<file path="src/rtl/lt24_touch_pkg.sv">
// Shared constants for the LT24 touch-ADC sampler: ADC commands, frame layout
// and FSM state codes.
package lt24_touch_pkg;

    // ADS7843 control bytes: start, channel, 12-bit, differential, PD=00
    localparam logic [7:0] CMD_X = 8'hD0;
    localparam logic [7:0] CMD_Y = 8'h90;

    // Frame layout counted in DCLK rising edges (1-based)
    localparam logic [4:0] FRAME_DCLKS     = 5'd24;
    localparam logic [4:0] CMD_BITS        = 5'd8;
    localparam logic [4:0] DATA_FIRST_EDGE = 5'd10;
    localparam int unsigned DATA_BITS      = 12;
    localparam logic [4:0] DATA_LAST_EDGE  = DATA_FIRST_EDGE + 5'(DATA_BITS - 1);

    // FSM state codes
    localparam logic [2:0] StIdle     = 3'd0;
    localparam logic [2:0] StDebounce = 3'd1;
    localparam logic [2:0] StConv     = 3'd2;
    localparam logic [2:0] StPublish  = 3'd3;
    localparam logic [2:0] StGap      = 3'd4;

endpackage

</file>
<file path="src/rtl/lt24_touch_spi_xfer.sv">
// One 24-DCLK SPI frame to the touch ADC: CS framing, DCLK divider, command
// shift-out and 12-bit result shift-in. Pulses done when CS returns high.
module lt24_touch_spi_xfer
    import lt24_touch_pkg::*;
#(
    parameter int unsigned CLK_DIV = 25
) (
    input  logic                 clk,
    input  logic                 reset,
    input  logic                 start,
    input  logic [7:0]           cmd,
    input  logic                 dout_sync,
    output logic                 busy,
    output logic                 done,
    output logic [DATA_BITS-1:0] data,
    output logic                 cs_n,
    output logic                 dclk,
    output logic                 din
);

    localparam int unsigned DIV_W = $clog2(CLK_DIV);
    localparam logic [DIV_W-1:0] DIV_LAST = DIV_W'(CLK_DIV - 1);
    // Half-periods: 0 = lead-in, 2k-1/2k = low/high of edge k, 49 = tail
    localparam logic [5:0] HALF_LAST = {FRAME_DCLKS, 1'b1};

    logic                 active_q;
    logic [DIV_W-1:0]     div_q;
    logic [5:0]           half_q;
    logic [7:0]           cmd_q;
    logic [DATA_BITS-1:0] shift_q;

    logic [5:0] half_nx;
    logic [4:0] edge_nx;
    logic [4:0] edge_cur;
    logic       dclk_nx;
    logic       din_nx;
    logic       sample_now;

    assign busy = active_q;
    assign data = shift_q;

    // Decode the upcoming half-period into DCLK level, DIN bit and sample strobe
    always_comb begin
        half_nx  = half_q + 6'd1;
        edge_nx  = half_nx[5:1] + {4'd0, half_nx[0]};
        edge_cur = half_q[5:1];
        dclk_nx  = !half_nx[0] && (half_nx < HALF_LAST);
        din_nx   = din;
        // DIN only moves at the start of a low half, i.e. after DCLK falls
        if (half_nx[0]) begin
            din_nx = (edge_nx <= CMD_BITS) ? cmd_q[3'(CMD_BITS - edge_nx)] : 1'b0;
        end
        // Sample at the end of the high half: the 2-FF synchroniser delays DOUT by
        // two clk, and the ADC holds it until the next falling edge.
        sample_now = !half_q[0] && (edge_cur >= DATA_FIRST_EDGE)
                     && (edge_cur <= DATA_LAST_EDGE);
    end

    // Frame sequencer: divider, half-period counter and shift registers
    always_ff @(posedge clk) begin
        if (reset) begin
            active_q <= 1'b0;
            div_q    <= '0;
            half_q   <= '0;
            cmd_q    <= '0;
            shift_q  <= '0;
            cs_n     <= 1'b1;
            dclk     <= 1'b0;
            din      <= 1'b0;
            done     <= 1'b0;
        end else begin
            done <= 1'b0;
            if (!active_q) begin
                if (start) begin
                    active_q <= 1'b1;
                    cs_n     <= 1'b0;
                    div_q    <= '0;
                    half_q   <= '0;
                    cmd_q    <= cmd;
                end
            end else if (div_q == DIV_LAST) begin
                div_q <= '0;
                if (sample_now) begin
                    shift_q <= {shift_q[DATA_BITS-2:0], dout_sync};
                end
                if (half_q == HALF_LAST) begin
                    active_q <= 1'b0;
                    cs_n     <= 1'b1;
                    done     <= 1'b1;
                end else begin
                    half_q <= half_nx;
                    dclk   <= dclk_nx;
                    din    <= din_nx;
                end
            end else begin
                div_q <= div_q + DIV_W'(1);
            end
        end
    end

endmodule

</file>
<file path="src/rtl/lt24_touch_sampler.sv">
// LT24 resistive-touch front end: debounces pen IRQ, runs alternating X/Y
// conversions, box-car averages them and offers one point per valid/ready.
module lt24_touch_sampler
    import lt24_touch_pkg::*;
#(
    parameter int unsigned CLK_DIV         = 25,
    parameter int unsigned AVG_LOG2        = 2,
    parameter int unsigned DEBOUNCE_CYCLES = 50000,
    parameter int unsigned GAP_CYCLES      = 5000
) (
    input  logic                 clk,
    input  logic                 reset,
    input  logic                 adc_penirq_n,
    input  logic                 adc_dout,
    output logic                 adc_din,
    output logic                 adc_dclk,
    output logic                 adc_cs_n,
    output logic [DATA_BITS-1:0] sample_x,
    output logic [DATA_BITS-1:0] sample_y,
    output logic                 sample_valid,
    input  logic                 sample_ready,
    output logic                 pen_down,
    output logic                 overrun
);

    localparam int unsigned ACC_W = DATA_BITS + AVG_LOG2;
    localparam int unsigned FRM_W = AVG_LOG2 + 1;
    localparam int unsigned DEB_W = $clog2(DEBOUNCE_CYCLES + 1);
    localparam int unsigned GAP_W = $clog2(GAP_CYCLES + 1);
    // X and Y frames interleave, so a point takes 2 * 2^AVG_LOG2 frames
    localparam logic [FRM_W-1:0] FRM_LAST = FRM_W'((2 << AVG_LOG2) - 1);
    localparam logic [DEB_W-1:0] DEB_LAST = DEB_W'(DEBOUNCE_CYCLES - 1);
    localparam logic [GAP_W-1:0] GAP_LAST = GAP_W'(GAP_CYCLES - 1);

    logic penirq_meta, penirq_s;
    logic dout_meta, dout_s;

    logic [2:0]       state_q, state_d;
    logic [DEB_W-1:0] deb_cnt;
    logic [GAP_W-1:0] gap_cnt;
    logic [FRM_W-1:0] frame_cnt;
    logic [ACC_W-1:0] acc_x, acc_y;

    logic                 xfer_start, xfer_busy, xfer_done;
    logic [DATA_BITS-1:0] xfer_data;
    logic                 enter_conv;
    logic                 publish;

    // Two-flop synchronisers for the asynchronous ADC outputs
    always_ff @(posedge clk) begin
        if (reset) begin
            penirq_meta <= 1'b1;
            penirq_s    <= 1'b1;
            dout_meta   <= 1'b0;
            dout_s      <= 1'b0;
        end else begin
            penirq_meta <= adc_penirq_n;
            penirq_s    <= penirq_meta;
            dout_meta   <= adc_dout;
            dout_s      <= dout_meta;
        end
    end

    // Next-state logic; pen IRQ is only looked at outside conversions
    always_comb begin
        state_d = state_q;
        unique case (state_q)
            StIdle:     if (!penirq_s) state_d = StDebounce;
            StDebounce: begin
                if (penirq_s)                  state_d = StIdle;
                else if (deb_cnt == DEB_LAST)  state_d = StConv;
            end
            StConv:     if (xfer_done && (frame_cnt == FRM_LAST)) state_d = StPublish;
            StPublish:  state_d = StGap;
            StGap:      if (gap_cnt == GAP_LAST) state_d = penirq_s ? StIdle : StConv;
            default:    state_d = StIdle;
        endcase
    end

    assign enter_conv = (state_d == StConv) && (state_q != StConv);
    assign publish    = (state_q == StPublish);
    // Do not restart in the done cycle itself: that frame is still being accumulated
    assign xfer_start = (state_q == StConv) && !xfer_busy && !xfer_done;

    // State register and debounce / gap timers
    always_ff @(posedge clk) begin
        if (reset) begin
            state_q <= StIdle;
            deb_cnt <= '0;
            gap_cnt <= '0;
        end else begin
            state_q <= state_d;
            deb_cnt <= (state_q == StDebounce) ? deb_cnt + DEB_W'(1) : '0;
            gap_cnt <= (state_q == StGap) ? gap_cnt + GAP_W'(1) : '0;
        end
    end

    // Per-axis accumulators; frame_cnt[0] selects the axis (0 = X)
    always_ff @(posedge clk) begin
        if (reset) begin
            acc_x     <= '0;
            acc_y     <= '0;
            frame_cnt <= '0;
        end else if (enter_conv) begin
            acc_x     <= '0;
            acc_y     <= '0;
            frame_cnt <= '0;
        end else if ((state_q == StConv) && xfer_done) begin
            if (frame_cnt[0]) acc_y <= acc_y + ACC_W'(xfer_data);
            else              acc_x <= acc_x + ACC_W'(xfer_data);
            frame_cnt <= frame_cnt + FRM_W'(1);
        end
    end

    // Debounced touch state
    always_ff @(posedge clk) begin
        if (reset) begin
            pen_down <= 1'b0;
        end else if ((state_q == StDebounce) && (state_d == StConv)) begin
            pen_down <= 1'b1;
        end else if ((state_q == StGap) && (state_d == StIdle)) begin
            pen_down <= 1'b0;
        end
    end

    // Output register and valid/ready handshake; a publish wins over a transfer
    always_ff @(posedge clk) begin
        if (reset) begin
            sample_x     <= '0;
            sample_y     <= '0;
            sample_valid <= 1'b0;
            overrun      <= 1'b0;
        end else begin
            overrun <= 1'b0;
            if (publish) begin
                sample_x     <= acc_x[ACC_W-1:AVG_LOG2];
                sample_y     <= acc_y[ACC_W-1:AVG_LOG2];
                sample_valid <= 1'b1;
                overrun      <= sample_valid && !sample_ready;
            end else if (sample_valid && sample_ready) begin
                sample_valid <= 1'b0;
            end
        end
    end

    lt24_touch_spi_xfer #(
        .CLK_DIV (CLK_DIV)
    ) u_xfer (
        .clk       (clk),
        .reset     (reset),
        .start     (xfer_start),
        .cmd       (frame_cnt[0] ? CMD_Y : CMD_X),
        .dout_sync (dout_s),
        .busy      (xfer_busy),
        .done      (xfer_done),
        .data      (xfer_data),
        .cs_n      (adc_cs_n),
        .dclk      (adc_dclk),
        .din       (adc_din)
    );

endmodule

</file>
<file path="config.mk">
export PLATFORM = sky130hd
export DESIGN_NAME = lt24_touch_sampler
export DESIGN_NICKNAME = d
export VERILOG_FILES = /design/src/rtl/lt24_touch_pkg.sv /design/src/rtl/lt24_touch_spi_xfer.sv /design/src/rtl/lt24_touch_sampler.sv
export SDC_FILE = /design/constraint.sdc
export NUM_CORES = 1
export LEC_CHECK = 0
export ABC_AREA = 0
export BUFFER_PORTS_ARGS = -buffer_cell sky130_fd_sc_hd__buf_2
export CAP_MARGIN = 20
export CORE_ASPECT_RATIO = 1.4
export CORE_UTILIZATION = 35
export DETAILED_ROUTE_END_ITERATION = 16
export PLACE_DENSITY = 0.49
export SLEW_MARGIN = 0
export SYNTH_ARGS = -nofsm -noshare
export SYNTH_HDL_FRONTEND = slang
export SYNTH_SLANG_ARGS = --single-unit
</file>
<file path="constraint.sdc">
create_clock -name clk -period 2.7 [get_ports clk]
set_input_delay 0.405 -clock clk [delete_from_list [all_inputs] [get_ports clk]]
set_output_delay 0.405 -clock clk [all_outputs]
set_load 0.05 [all_outputs]
</file>
Yosys cells after proc, flatten, opt, wreduce, memory -nomap -nowiden
Index checks and enable logic that the tools add are counted.
Widths: inputs -> output; s select.
Word-level totals
  flip-flop bits (word level): 130
  output and inout port bits: 30
  input bits: 5
Cells by class
  eq/ne operators: 14
  $add $sub $neg: 9
  $lt $le $gt $ge: 5
  reduce and logical (&&, ||, !) cells: 35
  mux-type cells: 31
  bitwise logic cells: 7
Operator list (number)
  $add 14x12->14: 2
  $mux 6: 4
  $add 16x1->16 const B: 1
  $eq 16x16->1 const B: 1
  $mux 1: 15
  $mux 3: 5
  $mux 5: 3
  $pmux 3 s5: 1
  $add 13x1->13 const B: 1
  $eq 13x13->1 const B: 1
  $logic_and 1x1->1: 12
  $reduce_and 3->1: 4
  $eq 3x2->1 const B: 3
  $reduce_or 2->1: 4
  $mux 7: 1
  $not 1->1: 7
  $add 6x1->6 const B: 1
  $eq 3x3->1 const B: 2
  $eq 6x6->1 const B: 1
  $logic_not 3->1: 2
  $lt 6x6->1 const B: 1
  $ne 2x2->1 const B: 3
  $reduce_and 2->1: 3
  $reduce_bool 2->1: 3
  16 further kinds: 20

Depth between registers and ports, before layout
Gate-level depths: netlist of the first run.
  word-level depth: 8
  mapped depth: 10
  depth with buffers taken out: 9

By module
From an unflattened synthesis of the first run, not the netlist that was laid out.
Unflattened totals
  cell total of the unflattened synthesis: 777
  area, all modules: 6591.3 sq um
By module, submodules not included
  lt24_touch_sampler: cells each 579, times used 1, area each 4838.4 sq um
  lt24_touch_spi_xfer: cells each 198, times used 1, area each 1752.9 sq um

Worst setup path after synthesis of the first run
OpenSTA, ideal clock, no wires.
  path kind: register -> register
  from: register u_xfer.half_q[0]
  to: register u_xfer.din
  required time: 2599 ps
  arrival: 2156 ps
  period minus slack after synthesis: 2257 ps
  setup time: 101 ps
  cell stages (with the launch flop): 10
  slack: 443 ps
  path through: dfxtp_1 clkbuf_1 inv_1 ha_1 xnor2_1 ha_1 nor2_1 o22a_1 o22a_1 o41ai_1
Between the ends
  cells in the longest elaborated chain, start to end: 6
RTL lines
  start: declaration: RTL line lt24_touch_spi_xfer.sv:28  | logic [5:0] half_q;
  start signal: assignment: RTL line lt24_touch_spi_xfer.sv:91  | half_q <= half_nx;
  $add 6x1->6: RTL line lt24_touch_spi_xfer.sv:44  | half_nx = half_q + 6'd1;
  $add 5x1->5: RTL line lt24_touch_spi_xfer.sv:45  | edge_nx = half_nx[5:1] + {4'd0, half_nx[0]};
  $sub 1x3->3: RTL line lt24_touch_spi_xfer.sv:51  | din_nx = (edge_nx <= CMD_BITS) ? cmd_q[3'(CMD_BITS - edge_nx)] : 1'b0;
  $bmux 1 s3: RTL line lt24_touch_spi_xfer.sv:51
  $mux 1 (not written as such): RTL line lt24_touch_spi_xfer.sv:51
  $mux 1: RTL line lt24_touch_spi_xfer.sv:51
  end signal: assignment: RTL line lt24_touch_spi_xfer.sv:93  | din <= din_nx;
  end: declaration: RTL line lt24_touch_spi_xfer.sv:18  | output logic din
Several ways; a longest one is shown, not always the timed one. The select of a mux whose other input is x is not followed.
A chain may end at the register's enable or synchronous reset.

Final worst setup path of the first run
  from: register deb_cnt[8]
  to: register acc_x[13]
Between the ends
  cells in the longest elaborated chain, start to end: 7
RTL lines
  start: declaration: RTL line lt24_touch_sampler.sv:39  | logic [DEB_W-1:0] deb_cnt;
  start signal: assignment: RTL line lt24_touch_sampler.sv:93  | deb_cnt <= (state_q == StDebounce) ? deb_cnt + DEB_W'(1) : '0;
  $eq 16x16->1: RTL line lt24_touch_sampler.sv:71  | else if (deb_cnt == DEB_LAST) state_d = StConv;
  $mux 3: RTL line lt24_touch_sampler.sv:71
  $mux 3: RTL line lt24_touch_sampler.sv:70  | if (penirq_s) state_d = StIdle;
  $pmux 3 s5: RTL line lt24_touch_sampler.sv:67  | unique case (state_q)
  $eq 3x2->1: RTL line lt24_touch_sampler.sv:80  | assign enter_conv = (state_d == StConv) && (state_q != StConv);
  $logic_and 1x1->1: RTL line lt24_touch_sampler.sv:80
  $reduce_or 2->1 (no source line)
  end signal: assignment: RTL line lt24_touch_sampler.sv:110  | else acc_x <= acc_x + ACC_W'(xfer_data);
  end: declaration: RTL line lt24_touch_sampler.sv:42  | logic [ACC_W-1:0] acc_x, acc_y;
No other way between the ends.

==> results.json, run 1 <==
{
  "ctsLongestPathBuffers": 2,
  "route.detailed.wl_per_inst_microns": 14.0,
  "nets": 828,
  "final_common_cell": "dfxtp_1",
  "design_power_total_mw": 4.29,
  "antenna_cells": 0,
  "ctsHoldBuffers": 0,
  "reg2reg_depth": 7,
  "die_area_sq_um": 18200,
  "finalSetupViolCount": 0,
  "crit_arrival_ps": 2710,
  "combPwrFrac_pct": 1.0,
  "fin_cells": 1035,
  "worstMarginPinSlew_ps": 818,
  "powerDensity_nw_per_um2": 592,
  "skew_ps": 9.28,
  "crit_start": "deb_cnt[8]",
  "drv_slew": 0,
  "synthCells": 752,
  "cts_max_level": 4,
  "core.rowCount": 57,
  "clkLatencyLatePin_ps": 420,
  "dr.pass1.iters": 5,
  "core_sq_um": 17300,
  "cts_setup_buffers": 0,
  "p_switching_mw": 0.900,
  "syn_nets": 794,
  "critPathKind": "reg2reg",
  "synth-edff-count": 0,
  "regToRegStartpoint": "deb_cnt[8]",
  "clock-sinks": 124,
  "fin_crit_ps": 2410,
  "worst_slack_ps": 294,
  "ir_worst_vdd_v": 0.000426,
  "p_seq_share_pct": 42.8,
  "slew_headroom_pct": 45.3,
  "drt_wl_total_microns": 14500,
  "hold_viol": 0,
  "root_buffer": "clkbuf_16",
  "synthFlopType": "dfxtp_1",
  "die_width_microns": 114,
  "synth_area_sq_um": 6180,
  "ys_warn_count": 0,
  "synth_seq_cells": 124,
  "clkPwrFrac_pct": 56.2,
  "startpoint_type": "flop",
  "r2r_end": "acc_x[13]",
  "clk_pin_slew_ps": 60,
  "post-route-util_pct": 41.8,
  "setup_tns_ps": 0,
  "antenna_found_initial": 0,
  "start_util_pct": 35.6,
  "hpwl_microns": 10200,
  "cts.repair.resized": 0,
  "rsz0062_at_grt": "false",
  "internal-power_mw": 3.39,
  "period_share_pct": 89.1,
  "cts_buffers": 17,
  "cts_tree": "yes",
  "drive_gt1_share_pct": 11.6,
  "grt.total_usage_pct": 17.0,
  "yosysSeqAreaShare_pct": 40.2,
  "placed_cells_incl_taps": 1003,
  "drt-initial-drc-count": 287,
  "synth.distinct_cells": 62,
  "grt_start_max_net_pins": 62,
  "p_leak_nw": 2.82,
  "io_buffers": 34,
  "dieHeight_microns": 159,
  "reg2reg_slack_ps": 290,
  "syn_area_per_cell_sq_um": 8.21,
  "status": "finished, final reports clean",
  "fmax_mhz": 416,
  "maxCapViolations": 0,
  "cp-end-kind": "flop",
  "first_global_vias": 5192,
  "crit_required_ps": 3000,
  "pre_cts_slack_ps": 250,
  "grt-ovfl-total": 0,
  "detail-route-antenna-nets": 0,
  "grt_first_pass_wirelength_microns": 24500,
  "syn2layout_area_growth_pct": 17.2,
  "critPathMaxFanout": 17,
  "switching_share_pct": 21.0,
  "place.gp.congestion": 0.837,
  "routed_via_density": 5.06,
  "ios": 35,
  "min_path_type": "in2reg",
  "layout_common_cells": "dfxtp_1 (124), nand2_1 (111), nor2_1 (89)",
  "timing.critical_path.to": "acc_x[13]",
  "synthArstFlopShare_pct": 0,
  "num_vias": 5235,
  "post-route-drc-count": 0
}
-- registers in the layout, summed over array words and instances, names as in the netlist, 2 cells and up --
name / cells
acc_x: 14
acc_y: 14
deb_cnt: 16
frame_cnt: 3
gap_cnt: 13
sample_x: 12
sample_y: 12
state_q: 3
u_xfer.cmd_q: 2
u_xfer.data: 12
u_xfer.div_q: 5
u_xfer.half_q: 6
-- power by group through the flow --
stage | Clock (mW) | Combinational (mW) | Sequential, mW
final | 2.41 | 0.0423 | 1.84
after global placement | 0 | 0.0423 | 1.88
after global routing | 2.54 | 0.0469 | 1.84
after floorplan | 0 | 0.0294 | 1.87
after CTS | 2.47 | 0.0434 | 1.84
after detailed placement | 0 | 0.0433 | 1.88
-- routing by layer --
layer | vias to the layer above | track usage [%] | share of wire, %
li1 | 2694 | - | -
met1 | 2458 | 19.2 | 44
met2 | 66 | 31.0 | 52
met3 | 17 | 3.50 | 2.5
met4 | 0 | 6.02 | 1.4
met5 | - | 0 | 0
-- cell usage after synthesis (13+ instances only) --
| cell type | instances | area, sq um |
|---|---|---|
| clkbuf_1 | 29 | 109 |
| nand2_1 | 111 | 417 |
| xor2_1 | 25 | 219 |
| o21ai_0 | 24 | 120 |
| nand3_1 | 25 | 125 |
| nor2b_1 | 13 | 81.3 |
| mux2i_1 | 15 | 150 |
| dfxtp_1 | 124 | 2480 |
| nor2_1 | 89 | 334 |
| ha_1 | 35 | 438 |
| a21oi_1 | 76 | 380 |
| inv_1 | 20 | 75.1 |
| nor3_1 | 16 | 80.1 |
-- cells by family after synthesis --
logic type      Yosys count  synth area share [%]
compound gates          156                  15.5
simple gates            328                  25.3
fa+ha+maj                37                  7.74
buf+inv                  54                  3.42
flops                   124                  40.2
xor+xnor                 37                  5.25
mux                      16                  2.61
-- worst max-delay path, stage by stage, from the launching register on --
cell	delay [ps]
dfxtp_1	360
nor4bb_1	310
nand4_1	260
o311ai_4	790
buf_4	310
nor3b_1	70
nand3_1	100
nand3_1	80
-- cell type report --
type	instances	area, sq um
flip-flops and latches	124	2480
clock inverters	14	193
multi-input cells	574	3480
inverters	20	75.1
clock buffers	18	429
well taps	236	295
fillers	1771	10100
repair buffers	49	283
-- through the flow --
stage                     hold WS, ps  instance area [sq um]
after floorplan                   389                   6180
after global placement            430                   6620
after detailed placement          401                   6620
after CTS                         159                   7240
after global routing              170                   7240
final                             176                   7240
-- how the worst min path moves through the flow --
stage	start	endpoint	slack (ps)	cells after the start
2_1_floorplan	penirq_meta	penirq_s	390	1
3_3_place_gp	penirq_meta	penirq_s	430	1
3_5_place_dp	penirq_meta	penirq_s	400	1
4_1_cts	adc_penirq_n	penirq_meta	160	2
5_1_grt	adc_penirq_n	penirq_meta	170	2
6_report	adc_penirq_n	penirq_meta	180	2
Note: power is estimated with default switching activity, not from simulation.
==> run 2: changes to the inputs <==
==> constraint.sdc (replaced) <==
create_clock -name clk -period 2.3 [get_ports clk]
set_input_delay 0.115 -clock clk [delete_from_list [all_inputs] [get_ports clk]]
set_output_delay 0.115 -clock clk [all_outputs]
set_load 0.05 [all_outputs]
==> results.json, run 2 (synthesis gave the netlist of run 1 again) <==
{
  "status": "finished, final reports clean",
  "hpwl_microns": 10500,
  "p_seq_share_pct": 44.5,
  "clkPwrFrac_pct": 54.3,
  "first_global_vias": 5251,
  "ctsLongestPathBuffers": 2,
  "dr.pass1.iters": 4,
  "finalSetupViolCount": 0,
  "reg_top3": "deb_cnt (16), acc_x (14), acc_y (14)",
  "grt_use_met2_pct": 31.5,
  "min_path_type": "in2reg",
  "post-route-util_pct": 42.5,
  "cts_buffers": 17,
  "powerDensity_nw_per_um2": 658,
  "ir_worst_vdd_v": 0.000440,
  "final_common_cell": "dfxtp_1",
  "top_usage_layer": "met2",
  "grt-ovfl-total": 0,
  "combPwrFrac_pct": 1.2,
  "crit_required_ps": 2600,
  "crit_arrival_ps": 2510,
  "place.gp.congestion": 0.793,
  "switching_share_pct": 20.2,
  "critPathMaxFanout": 12,
  "num_vias": 5259,
  "clock-sinks": 124,
  "drt-initial-drc-count": 191,
  "routed_via_density": 4.99,
  "setup_tns_ps": 0,
  "worstMarginPinSlew_ps": 730,
  "core_sq_um": 17300,
  "period_share_pct": 96.0,
  "drive_gt1_share_pct": 13.7,
  "antenna_cells": 0,
  "die_width_microns": 114,
  "syn2layout_area_growth_pct": 19.3,
  "drt_wl_total_microns": 14500,
  "fmax_mhz": 453,
  "skew_ps": 6.10,
  "cts_tree": "yes",
  "dieHeight_microns": 159,
  "ios": 35,
  "nets": 847,
  "placed_area_sq_um": 6740,
  "route.detailed.wl_per_inst_microns": 13.8,
  "fillers": 1761,
  "io_buffers": 34,
  "slew_headroom_pct": 51.3,
  "clk_pin_slew_ps": 50,
  "start_util_pct": 35.6,
  "grt.met1_usage_pct": 18.8,
  "p_leak_nw": 2.91,
  "worst_slack_ps": 92.2,
  "layout_common_cells": "dfxtp_1 (122), nand2_1 (111), nor2_1 (89)",
  "cts_max_level": 4,
  "largest_reg_flops": 16,
  "internal-power_mw": 3.87,
  "grt_start_max_net_pins": 62,
  "post-route-drc-count": 0,
  "die_area_sq_um": 18200,
  "p_switching_mw": 0.981,
  "drv_slew": 0,
  "final_area_sq_um": 7370,
  "grt_first_pass_wirelength_microns": 24700,
  "fin_crit_ps": 2210,
  "grtUsageMet3_pct": 3.84,
  "pre_cts_slack_ps": 102,
  "placed_cells_incl_taps": 1019,
  "cp-end-kind": "flop",
  "clkLatencyLatePin_ps": 420,
  "root_buffer": "clkbuf_16",
  "core.rowCount": 57,
  "critPathKind": "reg2reg",
  "fin_hold_ws_ps": 166,
  "maxCapViolations": 0,
  "startpoint_type": "flop",
  "fin_cells": 1053,
  "grt.total_usage_pct": 17.1,
  "design_power_total_mw": 4.85,
  "hold_viol": 0,
  "regMostFlops": "deb_cnt",
  "detail-route-antenna-nets": 0,
  "antenna_found_initial": 0
}
run 2: changes by cell type in the layout (fill, tap and decap cells not counted), sizes merged:
cell and delta:
clkbuf +6, clkinv -1, bufinv -2, inv -2, clkinvlp -2, buf +16, dlygate4sd3 +3
run 2: critical path, stage by stage, from the launching register on:
cell,delay (ps)
dfxtp_1,330
or4b_1,560
or4_4,570
o311ai_4,150
buf_4,270
nor3b_1,70
nand3_1,90
nand3_1,70
run 2: layer usage:
metal  share of wire, %  wire length (microns)
met3                2.1                    311
met4                1.7                    246
met5                  0                      0
met1                 43                   6230
met2                 53                   7730
run 2: layout make-up:
class                      count  area [sq um]  area share (%)
clock buffer                  24           492            6.67
multi-input combinational    574          3500            47.5
clock inverter                 7          87.6            1.19
timing repair buffer          68           433            5.88
tap                          236           295            4.01
sequential                   124          2480            33.7
inverter                      20          75.1            1.02
run 2: worst paths after layout:
check | endpoint | depth (start not counted) | slack (ps) | start
hold reg to reg | penirq_s | 1 | 430 | penirq_meta
hold / removal | gap_cnt[1] | 3 | 170 | reset
setup reg to reg | acc_x[13] | 7 | 90 | gap_cnt[6]
setup / recovery | acc_x[13] | 7 | 90 | gap_cnt[6]
run 2: power by group through the flow:
stage | sequential [mW] | combinational (mW) | clock (mW)
2_1_floorplan | 2.20 | 0.0345 | 0
3_3_place_gp | 2.20 | 0.0541 | 0
3_5_place_dp | 2.20 | 0.0543 | 0
4_1_cts | 2.16 | 0.0588 | 2.70
5_1_grt | 2.15 | 0.0639 | 2.80
6_report | 2.16 | 0.0572 | 2.63
run 2: repair_timing:
| item | in CTS | in global routing |
|---|---|---|
| resized for setup | 0 | 8 |
| hold endpoints to repair | 4 | 0 |
| hold buffers | 3 | 0 |
| endpoints found under the setup margin | 0 | 6 |
| setup buffers | 0 | 0 |
